--- src/rtl/matrix_vec_loader.sv ---
// Serial-to-parallel operand loader: packs N_ELEM elements into one bus and holds it until accepted.
// Optional in_last/err_len framing is enabled by defining MATRIX_VEC_LOADER_LAST_EN.
module matrix_vec_loader #(
  parameter int unsigned DATA_W = 16,
  parameter int unsigned N_ELEM = 10,
  parameter int unsigned CNT_W  = 8
) (
  input  logic                       clk,
  input  logic                       rst_n,
  input  logic [DATA_W-1:0]          in_data,
  input  logic                       in_valid,
`ifdef MATRIX_VEC_LOADER_LAST_EN
  input  logic                       in_last,
  output logic                       err_len,
`endif
  output logic                       in_ready,
  output logic [N_ELEM*DATA_W-1:0]   ops,
  output logic                       out_valid,
  input  logic                       out_ready,
  output logic [CNT_W-1:0]           vec_count
);

  localparam int unsigned IDX_W = (N_ELEM > 1) ? $clog2(N_ELEM) : 1;
  localparam int unsigned OPS_W = N_ELEM * DATA_W;

  localparam logic [0:0] LOAD = 1'b0;
  localparam logic [0:0] HOLD = 1'b1;

  logic [0:0]       state, state_nx;
  logic [IDX_W-1:0] idx, idx_nx;
  logic [OPS_W-1:0] ops_nx;
  logic [CNT_W-1:0] cnt_nx;
  logic             accept;
  logic             done;
`ifdef MATRIX_VEC_LOADER_LAST_EN
  logic             err_nx;
`endif

  // Handshake flags come straight from the state register
  assign in_ready  = (state == LOAD);
  assign out_valid = (state == HOLD);

  always_comb begin
    state_nx = state;
    idx_nx   = idx;
    ops_nx   = ops;
    cnt_nx   = vec_count;
    accept   = in_valid && (state == LOAD);
    done     = accept && (idx == IDX_W'(N_ELEM - 1));
`ifdef MATRIX_VEC_LOADER_LAST_EN
    err_nx   = err_len;
    done     = done || (accept && in_last);
`endif
    case (state)
      LOAD: begin
        if (accept) begin
          // Slot 0 is the MSB slice; an early in_last zero-fills the tail slots
          for (int i = 0; i < int'(N_ELEM); i++) begin
            if (idx == IDX_W'(i)) begin
              ops_nx[(int'(N_ELEM) - 1 - i) * int'(DATA_W) +: DATA_W] = in_data;
            end
`ifdef MATRIX_VEC_LOADER_LAST_EN
            else if (in_last && (IDX_W'(i) > idx)) begin
              ops_nx[(int'(N_ELEM) - 1 - i) * int'(DATA_W) +: DATA_W] = '0;
            end
`endif
          end
          if (done) begin
            state_nx = HOLD;
            idx_nx   = '0;
`ifdef MATRIX_VEC_LOADER_LAST_EN
            err_nx   = !in_last;
`endif
          end else begin
            idx_nx = idx + IDX_W'(1);
          end
        end
      end
      default: begin
        if (out_ready) begin
          state_nx = LOAD;
          cnt_nx   = vec_count + CNT_W'(1);
        end
      end
    endcase
  end

  always_ff @(posedge clk or negedge rst_n) begin
    if (!rst_n) begin
      state     <= LOAD;
      idx       <= '0;
      ops       <= '0;
      vec_count <= '0;
`ifdef MATRIX_VEC_LOADER_LAST_EN
      err_len   <= 1'b0;
`endif
    end else begin
      state     <= state_nx;
      idx       <= idx_nx;
      ops       <= ops_nx;
      vec_count <= cnt_nx;
`ifdef MATRIX_VEC_LOADER_LAST_EN
      err_len   <= err_nx;
`endif
    end
  end

endmodule
--- config.mk ---
export PLATFORM = sky130hd
export DESIGN_NAME = matrix_vec_loader
export DESIGN_NICKNAME = d
export VERILOG_FILES = /design/src/rtl/matrix_vec_loader.sv
export SDC_FILE = /design/constraint.sdc
export NUM_CORES = 1
export LEC_CHECK = 0
export CAP_MARGIN = 20
export CORE_MARGIN = 10
export CORE_UTILIZATION = 45
export CTS_CLUSTER_DIAMETER = 150
export CTS_CLUSTER_SIZE = 20
export DETAILED_ROUTE_END_ITERATION = 16
export PLACE_DENSITY = 0.8
export SLEW_MARGIN = 20
export SYNTH_ARGS = -nofsm -noshare
export SYNTH_HDL_FRONTEND = slang
export SYNTH_SLANG_ARGS = --single-unit
--- constraint.sdc ---
create_clock -name clk -period 2.4 [get_ports clk]
set_input_delay 0.48 -clock clk [delete_from_list [all_inputs] [get_ports clk]]
set_output_delay 0.48 -clock clk [all_outputs]
set_load 0.03 [all_outputs]
# After elaboration in Yosys (flattened, before gate mapping)

Cells that the tools add are included.

Bitwise logic cells: 1
Multiply operators: 0
Add/subtract/negate cells: 2
Divide/modulo/power cells: 0
Magnitude comparators: 0
Reduce and logical (&&, ||, !) cells: 15
Shift operators: 0
Mux-type cells: 5
Eq/ne operators: 9

Operators by type and width:

| operator                                                               | number |
|---|---|
| 3-bit AND reduction                                                    | 10 |
| 4-bit by 3-bit equality test with 1-bit output (second input constant) | 4 |
| 8-bit by 1-bit adder with 8-bit output (second input constant)         | 1 |
| 4-bit by 2-bit equality test with 1-bit output (second input constant) | 2 |
| 4-bit equality test (second input constant)                            | 2 |
| 4-bit by 1-bit adder with 4-bit output (second input constant)         | 1 |
| 4-bit by 1-bit equality test with 1-bit output (second input constant) | 1 |
| 4-bit logical NOT                                                      | 1 |
| 1-bit 2-to-1 mux                                                       | 4 |
| 4-bit 2-to-1 mux                                                       | 1 |
| 2-bit AND reduction                                                    | 2 |
| 1-bit logical AND                                                      | 2 |
| 1-bit inverter                                                         | 1 |

Memory bits (read-only): 0
Register bits: 173
Latch bits: 0
Input port bits: 20
Word-level logic and storage cells: 45
Output and inout port bits: 170
Bits in writable memories: 0
Memories: 0

# Logic depth before layout (Yosys ltp)

Depth in word-level cells: 6
Depth in mapped cells: 7
Mapped depth without buffers: 5

# Worst setup path before layout

No wires, ideal clock.

Kind: reg2reg
Start: register state, in the netlist out_valid
End: register ops[146]
Data required time: 2.275 ns
Cell stages (with the launch flop): 7
Setup slack: 0.478 ns
Period minus slack after synthesis: 1.922 ns
Library setup time: 0.125 ns
Data arrival time: 1.797 ns
Path buffers: 3
Cell sequence: dfrtp_1 > buf_6 > nand2b_4 > or4_4 > buf_6 > buf_8 > mux2_4

Longest elaborated chain between the ends: 3

Ends and longest elaborated chain:

| what                                   | RTL line | RTL |
|---|---|---|
| start: declaration                     | 29       | `logic [0:0] state, state_nx;` |
| start signal: assignment               | 98       | `state <= state_nx;` |
| 1-bit inverter (no source line) *      | -        |  |
| 1-bit logical AND                      | 48       | `accept = in_valid && (state == LOAD);` |
| 3-bit AND reduction (no source line) * | -        |  |
| end signal: assignment                 | 100      | `ops <= ops_nx;` |
| end: declaration                       | 17       | `output logic [N_ELEM*DATA_W-1:0] ops,` |

Mark *: on every way between the ends. The rest lies on a longest branch, timed or not.
A chain may end at the register's enable or synchronous reset.

# Final worst setup path

Start: register state, in the netlist out_valid
End: output port out_valid

RTL lines:

| what             | RTL line | RTL |
|---|---|---|
| end: declaration | 18       | `output logic out_valid,` |

No word-level cell between the ends.

==> results_dict.tcl <==
set metrics [dict create \
    ys_seq_area_share_pct 64.1 \
    arrival_ps 1810 \
    syn_area_um2 6750 \
    crit_path_max_fanout 11 \
    cts_buffers 17 \
    postCtsSetupBuffers 0 \
    routed_via_density 5.12 \
    finalHoldViolCount 0 \
    synth_seq_cells 173 \
    routed_wl_mm 18.8 \
    mostFrequentLayoutCells "188 x clkdlybuf4s50_1, 173 x dfrtp_1, 146 x mux2_2" \
    slowest_delay_ps 780 \
    clk_latency_ps 420 \
    design.die.area_um2 20300 \
    clock.fmax_mhz 436 \
    syn_to_final_growth_pct 40.6 \
    grt_pass1_wl_mm 28.8 \
    slowest_stage "clkdlybuf4s50_1" \
    required_ps 1920 \
    drc 0 \
    path_buf_inv 1 \
    drive_gt1_share_pct 34.3 \
    fin_setup_tns_ps 0 \
    row_count 44 \
    synth_ff_type "dfrtp_1" \
    grt_start_max_net_pins 54 \
    worst-setup-path-type "reg -> out" \
    dp_hpwl_mm 13.7 \
    drtIter0Drc 135 \
    gr-usage-all-layers_pct 18.6 \
    final_nets 645 \
    hold_class "in -> async" \
    coreArea_um2 14600 \
    synth.distinct_cells 33 \
    final.setup.worst_slack_ps 107 \
    wl_per_cell_um 23.0 \
    path_delay_family "buffers and inverters" \
    period_needed_ps 2290 \
    clkSinkCount 173 \
    skew_ps 5.88 \
    r2r_cells 5 \
    cts_max_level 4 \
    async_flop_share_pct 100 \
    synth_nets 447 \
    cts_resized 0 \
    clk_path_buf_depth 2 \
    ctsRootBufferMaster "clkbuf_16" \
    final_common_cell "clkdlybuf4s50_1" \
    postLayoutCellArea_um2 9490 \
    synth-edff-count 0 \
    power_density_nw_per_um2 1680 \
    max-slew-margin-rel_pct 66.3 \
    post-route-period-util_pct 95.6 \
    io_pins 190 \
    worstPathCellList "clkdlybuf4s50_1" \
    syn_inst 422 \
    overflow 0 \
    max-vdd-ir-drop_mv 1.02 \
    p_leak_nw 4.19 \
    num_vias 4185 \
    pre_cts_slack_ps 75.5 \
    cts_tree "built" \
    tightest_slew_ps 506 \
    slew_viol_final 0 \
    initial_utilization_pct 46.3 \
    grt_antenna_before_repair 0 \
    cp-end-kind "output port" \
    dr.pass1.iters 4 \
    rsz0062_at_grt "no" \
    clk_pin_slew_ps 60 \
    globalplace.congestion 0.821 \
    multi_input_area_um2 2260 \
    hold-worst-slack_ps 10.2 \
    setup_viol 0 \
    outcome "finished, final reports clean" \
    drtAntennaViolNets 0 \
    io_buffers 189 \
    syn_area_per_cell_um2 16.0 \
    cts-hold-fix-buffers 0 \
    yosys_warnings 0 \
    first_global_vias 4754 \
    cp.depth 1 \
    critPathLaunchType "register" \
    fp.dieH_um 142 \
    diodes 0 \
    fill_cells 1018 \
    dpl-instance-area_um2 8900 \
    ff_latch_area_um2 4330 \
    die-width_um 142 \
    drv_cap 0 \
]
worst paths after layout:
path                                          startpoint                        to  slack, ps
min in group clk                vec_count[7]$_DFFE_PN0P_  vec_count[7]$_DFFE_PN0P_        480
worst min-delay path                               rst_n       ops[54]$_DFFE_PN0P_         10
worst max register to register        idx[0]$_DFFE_PN0P_      ops[151]$_DFFE_PN0P_        370
worst max-delay path                 out_valid$_DFF_PN0_                 out_valid        110
max in group asynchronous                          rst_n      ops[125]$_DFFE_PN0P_       1590
worst min register to register  vec_count[7]$_DFFE_PN0P_  vec_count[7]$_DFFE_PN0P_        480
cell families (layout without fill, tap and decap cells):
| group | Yosys count | after routing | synth area share (%) |
|---|---|---|---|
| muxes | 161 | 161 | 27.4 |
| buffers and inverters | 34 | 245 | 2.52 |
| adders and majority gates | 5 | 5 | 0.927 |
| xor gates and xnor gates | 8 | 8 | 1.04 |
| DFF | 173 | 173 | 64.1 |
| and+or+nand+nor | 36 | 36 | 3.54 |
| AOI/OAI and AO/OA | 5 | 5 | 0.426 |
where the power goes:
group	total [mW]	leakage, nW	internal [mW]	switching (mW)
registers	5.20	2.14	4.31	0.895
logic	8.02	1.77	3.62	4.40
clock network	2.73	0.278	1.59	1.14
total	16.0	4.19	9.51	6.44
layer usage:
layer	routed length (um)	track usage, %	part of all wire, %	vias to the layer above
li1	-	-	-	1859
met1	7300	20.8	39	2193
met2	9510	31.0	51	118
met3	1680	8.41	8.9	15
met4	298	5.70	1.6	0
met5	0	0	0	-
synthesized netlist by cell type, types with 2 or more instances:
master	count	area share (%)
and3_1	4	0.37
buf_1	16	0.89
buf_2	9	0.67
buf_6	2	0.33
dfrtp_1	173	64
ha_1	5	0.93
inv_1	4	0.22
mux2_1	5	0.83
mux2_2	146	24
mux2_4	10	2.2
nand2_1	10	0.56
nand2_2	3	0.28
nand3_1	3	0.22
nand4_1	3	0.28
nor2_1	2	0.11
nor2b_1	2	0.19
o21ai_0	3	0.22
xnor2_1	7	0.91
cell type report:
type | count | area share (%)
Clock inverter | 13 | 1.46
Timing Repair Buffer | 209 | 21.8
Sequential cell | 173 | 45.6
Tap cell | 184 | 2.43
Multi-Input combinational cell | 215 | 23.8
Inverter | 4 | 0.158
Clock buffer | 19 | 4.77
registers in the layout (all words and copies together) (netlist names):
signal	flops
out_valid	1
vec_count	8
idx	4
ops	160
per-stage QoR:
| stage | std cells | total power [mW] | utilization (%) |
|---|---|---|---|
| floorplan | 422 | 9.59 | - |
| CTS | 817 | 16.1 | 65.1 |
| global route | 817 | 16.7 | 65.1 |
| global placement | 785 | 13.0 | 61.0 |
| finish | 817 | 16.0 | 65.1 |
| detailed placement | 785 | 13.3 | 61.0 |
No activity file was read; power rests on OpenSTA's default activity.
